`src/rtl/max7219_pkg.sv`:
```
// Shared constants, FSM state type and frame layout for the MAX7219 serial transmitter.
// No logic of its own; the init ROM lives here as a pure function.
// Imported by the top, the shifter and the bench.
package max7219_pkg;

   localparam logic [3:0] REG_DIGIT0    = 4'h1;
   localparam logic [3:0] REG_DECODE    = 4'h9;
   localparam logic [3:0] REG_INTENSITY = 4'hA;
   localparam logic [3:0] REG_SCANLIMIT = 4'hB;
   localparam logic [3:0] REG_SHUTDOWN  = 4'hC;
   localparam logic [3:0] REG_TEST      = 4'hF;

   localparam int INIT_WORDS = 5;

   typedef enum logic [1:0] {
      INIT_LOAD,
      SHIFT,
      GAP_ST,
      IDLE
   } state_t;

   // One 16-bit MAX7219 register write, transmitted MSB first.
   typedef struct packed {
      logic [3:0] pad;
      logic [3:0] addr;
      logic [7:0] data;
   } frame_t;

   // Init ROM: display test off, no decode, scan all 8 digits, intensity, leave shutdown.
   function automatic frame_t init_word(input logic [2:0] k, input logic [3:0] intensity);
      frame_t f;
      f.pad = 4'h0;
      case (k)
         3'd0:    begin f.addr = REG_TEST;      f.data = 8'h00;               end
         3'd1:    begin f.addr = REG_DECODE;    f.data = 8'h00;               end
         3'd2:    begin f.addr = REG_SCANLIMIT; f.data = 8'h07;               end
         3'd3:    begin f.addr = REG_INTENSITY; f.data = {4'h0, intensity};   end
         default: begin f.addr = REG_SHUTDOWN;  f.data = 8'h01;               end
      endcase
      return f;
   endfunction

endpackage

```
`src/rtl/max7219_tx_if.sv`:
```
// Column-byte stream from the glyph provider: one (row, byte) per valid/ready handshake.
// Pure wiring, no latency.
// Producer holds col_row/col_data stable while col_valid is high and col_ready is low.
interface max7219_tx_if;
   logic [7:0] col_data;
   logic [2:0] col_row;
   logic       col_valid;
   logic       col_ready;

   modport master (output col_data, col_row, col_valid, input col_ready);
   modport slave  (input col_data, col_row, col_valid, output col_ready);
endinterface

```
`src/rtl/max7219_shifter.sv`:
```
// Serialises one 16-bit frame MSB first with a CLK_DIV-cycle low and high phase per bit.
// Latency: max_din valid the cycle after start; done pulses in cycle 32*CLK_DIV after start.
// No backpressure: start is only issued by the owner while the shifter is idle.
module max7219_shifter
   import max7219_pkg::*;
#(
   parameter int CLK_DIV = 4
) (
   input  logic   clk,
   input  logic   rst,
   input  logic   start,
   input  frame_t word,
   output logic   max_din,
   output logic   max_clk,
   output logic   done
);

   localparam int              PH_W    = (CLK_DIV > 1) ? $clog2(CLK_DIV) : 1;
   localparam logic [PH_W-1:0] PH_LAST = PH_W'(CLK_DIV - 1);

   logic [15:0]     sreg;
   logic [3:0]      bit_cnt;
   logic [PH_W-1:0] ph_cnt;
   logic            active;

   // The current bit always sits in sreg[15]; it only moves when max_clk falls.
   assign max_din = sreg[15];
   assign done    = active && max_clk && (ph_cnt == PH_LAST) && (bit_cnt == 4'd0);

   // Phase generator and shift register: low phase then high phase per bit, 16 bits.
   always_ff @(posedge clk) begin
      if (rst) begin
         sreg    <= '0;
         bit_cnt <= '0;
         ph_cnt  <= '0;
         active  <= 1'b0;
         max_clk <= 1'b0;
      end else if (start) begin
         sreg    <= word;
         bit_cnt <= 4'd15;
         ph_cnt  <= '0;
         active  <= 1'b1;
         max_clk <= 1'b0;
      end else if (active) begin
         if (ph_cnt != PH_LAST) begin
            ph_cnt <= ph_cnt + 1'b1;
         end else begin
            ph_cnt <= '0;
            if (!max_clk) begin
               max_clk <= 1'b1;
            end else begin
               max_clk <= 1'b0;
               if (bit_cnt == 4'd0) begin
                  active <= 1'b0;
                  sreg   <= '0;
               end else begin
                  bit_cnt <= bit_cnt - 4'd1;
                  sreg    <= {sreg[14:0], 1'b0};
               end
            end
         end
      end
   end

endmodule

```
`src/rtl/max7219_tx.sv`:
```
// MAX7219 driver: sends the 5-word init sequence after reset, then one digit write per accepted byte.
// Latency: frame starts (max_cs low) the cycle after acceptance; one byte every 1+32*CLK_DIV+GAP cycles.
// col_ready is high only in IDLE after init; a held col_valid waits until the current frame finishes.
module max7219_tx
   import max7219_pkg::*;
#(
   parameter int         CLK_DIV   = 4,
   parameter int         GAP       = 2,
   parameter logic [3:0] INTENSITY = 4'h8
) (
   input  logic        clk,
   input  logic        rst,
   max7219_tx_if.slave col,
   output logic        max_din,
   output logic        max_clk,
   output logic        max_cs,
   output logic        init_done,
   output logic        busy
);

   localparam int              GAP_W    = $clog2(GAP + 1);
   localparam logic [GAP_W-1:0] GAP_LAST = GAP_W'(GAP - 1);
   localparam logic [2:0]       K_LAST   = 3'(INIT_WORDS - 1);

   state_t           state;
   logic [2:0]       init_k;
   logic [GAP_W-1:0] gap_cnt;
   logic             ready_q;
   logic             hs;
   logic             sh_start;
   logic             sh_done;
   frame_t           sh_word;

   assign col.col_ready = ready_q;

   // Frame source: init ROM while initialising, otherwise the byte being accepted right now.
   always_comb begin
      hs       = 1'b0;
      sh_start = 1'b0;
      sh_word  = init_word(init_k, INTENSITY);
      if (state == IDLE) begin
         hs           = col.col_valid && ready_q;
         sh_word.pad  = 4'h0;
         sh_word.addr = REG_DIGIT0 + {1'b0, col.col_row};
         sh_word.data = col.col_data;
      end
      sh_start = (state == INIT_LOAD) || hs;
   end

   max7219_shifter #(
      .CLK_DIV (CLK_DIV)
   ) u_shifter (
      .clk     (clk),
      .rst     (rst),
      .start   (sh_start),
      .word    (sh_word),
      .max_din (max_din),
      .max_clk (max_clk),
      .done    (sh_done)
   );

   // Frame sequencer: init words, inter-frame gap, handshake and LOAD/CS framing.
   always_ff @(posedge clk) begin
      if (rst) begin
         state     <= INIT_LOAD;
         init_k    <= '0;
         gap_cnt   <= '0;
         max_cs    <= 1'b1;
         ready_q   <= 1'b0;
         init_done <= 1'b0;
         busy      <= 1'b1;
      end else begin
         case (state)
            INIT_LOAD: begin
               state  <= SHIFT;
               max_cs <= 1'b0;
            end
            SHIFT: begin
               // Rising LOAD on the last high-phase edge latches the word in the MAX7219.
               if (sh_done) begin
                  state   <= GAP_ST;
                  max_cs  <= 1'b1;
                  gap_cnt <= '0;
               end
            end
            GAP_ST: begin
               if (gap_cnt == GAP_LAST) begin
                  if (init_done || (init_k == K_LAST)) begin
                     state     <= IDLE;
                     init_done <= 1'b1;
                     ready_q   <= 1'b1;
                     busy      <= 1'b0;
                  end else begin
                     state  <= INIT_LOAD;
                     init_k <= init_k + 3'd1;
                  end
               end else begin
                  gap_cnt <= gap_cnt + 1'b1;
               end
            end
            IDLE: begin
               if (hs) begin
                  state   <= SHIFT;
                  max_cs  <= 1'b0;
                  ready_q <= 1'b0;
                  busy    <= 1'b1;
               end
            end
            default: begin
               state <= INIT_LOAD;
            end
         endcase
      end
   end

endmodule

```
`src/flat_wrapper.sv`:
```
// flat-port wrapper written by rule: the top's interface ports become plain ports
module max7219_tx_flat import max7219_pkg::*;
#(
   parameter int         CLK_DIV   = 4,
   parameter int         GAP       = 2,
   parameter logic [3:0] INTENSITY = 4'h8
)
  (clk, rst, max_din, max_clk, max_cs, init_done, busy, col_col_data, col_col_row, col_col_valid, col_col_ready);
  max7219_tx_if col_i ();
  input  logic clk;
  input  logic rst;
  output logic max_din;
  output logic max_clk;
  output logic max_cs;
  output logic init_done;
  output logic busy;
  input wire logic [$bits(col_i.col_data)-1:0] col_col_data;
  input wire logic [$bits(col_i.col_row)-1:0] col_col_row;
  input wire logic [$bits(col_i.col_valid)-1:0] col_col_valid;
  output wire logic [$bits(col_i.col_ready)-1:0] col_col_ready;
  assign col_i.col_data = col_col_data;
  assign col_i.col_row = col_col_row;
  assign col_i.col_valid = col_col_valid;
  assign col_col_ready = col_i.col_ready;
  max7219_tx #(.CLK_DIV(CLK_DIV), .GAP(GAP), .INTENSITY(INTENSITY)) u_core (.clk(clk), .rst(rst), .col(col_i), .max_din(max_din), .max_clk(max_clk), .max_cs(max_cs), .init_done(init_done), .busy(busy));
endmodule
```
`config.mk`:
```
export PLATFORM = sky130hd
export DESIGN_NAME = max7219_tx_flat
export DESIGN_NICKNAME = d
export VERILOG_FILES = /design/src/rtl/max7219_pkg.sv /design/src/rtl/max7219_tx_if.sv /design/src/rtl/max7219_shifter.sv /design/src/rtl/max7219_tx.sv /design/src/flat_wrapper.sv
export SDC_FILE = /design/constraint.sdc
export NUM_CORES = 1
export LEC_CHECK = 0
export BUFFER_PORTS_ARGS = -buffer_cell sky130_fd_sc_hd__buf_2
export CAP_MARGIN = 20
export CORE_MARGIN = 2
export CORE_UTILIZATION = 50
export DETAILED_ROUTE_END_ITERATION = 12
export PLACE_DENSITY_LB_ADDON = 0.05
export SYNTH_ARGS = -nofsm -noshare
export SYNTH_HDL_FRONTEND = slang
export SYNTH_SLANG_ARGS = --single-unit
```
`constraint.sdc`:
```
create_clock -name clk -period 2.3 [get_ports clk]
set_input_delay 0.46 -clock clk [delete_from_list [all_inputs] [get_ports clk]]
set_output_delay 0.46 -clock clk [all_outputs]
set_load 0.1 [all_outputs]
```
==> out/results.txt <==
synth-to-layout area growth -> 11.6%
Total Nets Final -> 254
Clock transition at path regs -> 110 ps
Post-DRT Antenna Nets -> 0
XOR/XNOR Fraction of Synth Area -> 2.40%
layout cells sized above 1 -> 15.8%
grt total ovfl -> 0
vias in the first global route -> 1472
Yosys top cell by area -> dfxtp_1
Post-Layout Cell Count -> 274
antenna diode count -> 0
area share of fa/ha/maj cells after synthesis -> 8.90%
Layout Skew -> 8.13 ps
Critical Path RT -> 2580 ps
Hold Path Class -> in -> reg
Initial Util -> 53.5%
WS Path Type -> reg -> reg
leading cell type in the layout, fill and taps excluded -> dfxtp_1
Slew Limit Fails -> 0
CTS tree -> yes
Compound-Gate Fraction of Synth Area -> 27.5%
post-CTS setup buffer count -> 0
FF+latch count, synth -> 35
Final Instance Area -> 2040 µm²
Setup crit end kind -> flip-flop
EDFF count, synth -> 0
overall power -> 1.93 mW
fillers -> 337
final hold vios -> 0
Synthesized Nets -> 238
DRC Markers -> 0
utilization after layout -> 59.7%
Rel. slew slack -> 56.5%
# clock sinks -> 35
fin worst setup slack -> 421 ps
CP Data Arrival Time -> 2160 ps
Power Density -> 946 nW/µm²
Seq/Total Area, Yosys -> 38.3%
final WL -> 3.72 mm
initial DRC count -> 47
outcome -> finished, final reports clean
pin count of the biggest net entering global routing -> 37
core area -> 3420 µm²
Crit Path Max Fanout -> 15
Mapped Avg Cell Area -> 8.66 µm²
drt wl/cell -> 13.6 µm
most frequent cells in the layout -> 35 x dfxtp_1, 22 x a21oi_1, 19 x buf_2
Clock Tree Buf Depth -> 2
initial antenna violation count -> 0
Final HPWL DP -> 2.76 mm
Fmax achieved -> 532 MHz
Total Routing Usage GR -> 20.2%
Row Count -> 21
Vias -> 1561
MaxCap Viol Count -> 0
first-pass GRT wire length -> 6.44 mm
worst vdd ir -> 0.421 mV
Post-CTS Hold Fix Bufs -> 0
fraction of registers with async set/reset -> 0%
synth top area cells -> dfxtp_1 38%, ha_1 8.9%, a21oi_1 6.0%
Leak -> 0.793 nW
Top FF cell, synth -> dfxtp_1
Die W -> 64.5 µm
cells after synthesis -> 211
Synth Area in Simple Gates -> 15.9%
Syn. warnings -> 0
worst slew pin tran -> 653 ps
PortBufs -> 19
GP Congestion -> 0.772
H-tree level count -> 2
minimum clock period -> 1880 ps
largest family of logic cells by synthesized area -> compound AO/OA/AOI/OAI gates
setup violators final -> 0
final worst-path cycle share -> 81.7%
Distinct cells, synth -> 43
post-place setup slack -> 448 ps
RSZ-0062 raised after global routing -> false
full die area -> 4160 µm²
Worst-Skew Late Latency -> 350 ps
CTS Buf Count -> 5
# placed instances -> 266
Setup TNS -> 0 ps
post_cts resized -> 0
Via density -> 5.70
Mapped Area -> 1830 µm²
placed instance area -> 1940 µm²
Startpoint Class -> flip-flop
Ports -> 20
share of the synthesized area in the top cell type -> 38.3%
multiplexer area fraction after synthesis -> 1.64%
Die Ht -> 64.5 µm
Min Hold Slack -> 368 ps
root buffer cell -> clkbuf_4
Pre-antenna DRT Iters -> 4
[metal layers]
metal	vias up	part of all wire, %	GRT usage, %	wire (µm)
met1	737	45	23.2	1670
li1	792	-	-	-
met4	0	2.3	10.1	84
met3	8	3.3	4.69	123
met2	24	50	35.3	1850
met5	-	0	0	0
[synth_stat cells, drive strengths merged (2+ instances only)]
cell type  number
a221oi          7
a21oi          22
o21bai          3
a22oi           8
inv            12
buf             5
mux2i           3
a211oi          5
a311oi          2
a21o            2
clkbuf          6
ha             13
nand3           7
nand2b          2
o211ai          2
nor3            8
xnor2           3
nor2b           2
nor2           19
o21ai          10
a221o           2
nand2          17
dfxtp          35
xor2            2
a31oi           2
[sequential cells by signal, indices dropped and copies added (netlist names)]
signal and cells:
u_core.busy 1, u_core.u_shifter.ph_cnt 2, u_core.init_k 3, u_core.u_shifter.max_clk 1, u_core.u_shifter.sreg 16, u_core.max_cs 1
u_core.init_done 1, u_core.u_shifter.active 1, u_core.gap_cnt 2, u_core.col.col_ready 1, u_core.u_shifter.bit_cnt 4, u_core.state 2
[cell families (layout without fill, tap and decap cells)]
group / Yosys count / count (layout)
flops: 35 / 35
simple gates: 60 / 60
buf+inv: 23 / 40
xor+xnor: 5 / 5
compound gates: 72 / 72
mux: 3 / 3
fa+ha+maj: 13 / 13
[cell type report]
type / instances / area, µm² / share of cell area, %
Inverter: 12 / 45.0 / 2.21
Sequential cell: 35 / 701 / 34.3
Multi-Input combinational cell: 153 / 1030 / 50.5
Tap cell: 46 / 57.6 / 2.82
Clock buffer: 5 / 37.5 / 1.84
Timing Repair Buffer: 20 / 103 / 5.03
Clock inverter: 3 / 67.6 / 3.31
[worst paths after layout]
check        slack, ps  cells after the start                       end                startpoint
max                420                      5  u_core.u_shifter.sreg[6]           u_core.state[0]
min reg2reg        460                      2  u_core.u_shifter.sreg[6]  u_core.u_shifter.sreg[5]
max reg2reg        420                      5  u_core.u_shifter.sreg[6]           u_core.state[0]
min                370                      2      u_core.col.col_ready             col_col_valid
[power breakdown]
part           internal [mW]  switching (mW)  total (mW)
Combinational          0.230           0.365       0.595
Sequential             0.703          0.0741       0.777
Clock                  0.338           0.221       0.559
Total                   1.27           0.660        1.93
[worst max-delay path: stages (launching register included)]
cell     delay, ps
dfxtp_1        360
ha_1           380
a31o_1         310
nor2_1         430
a22oi_1        170
a21oi_1        170
Note: power is estimated with default switching activity, not from simulation.
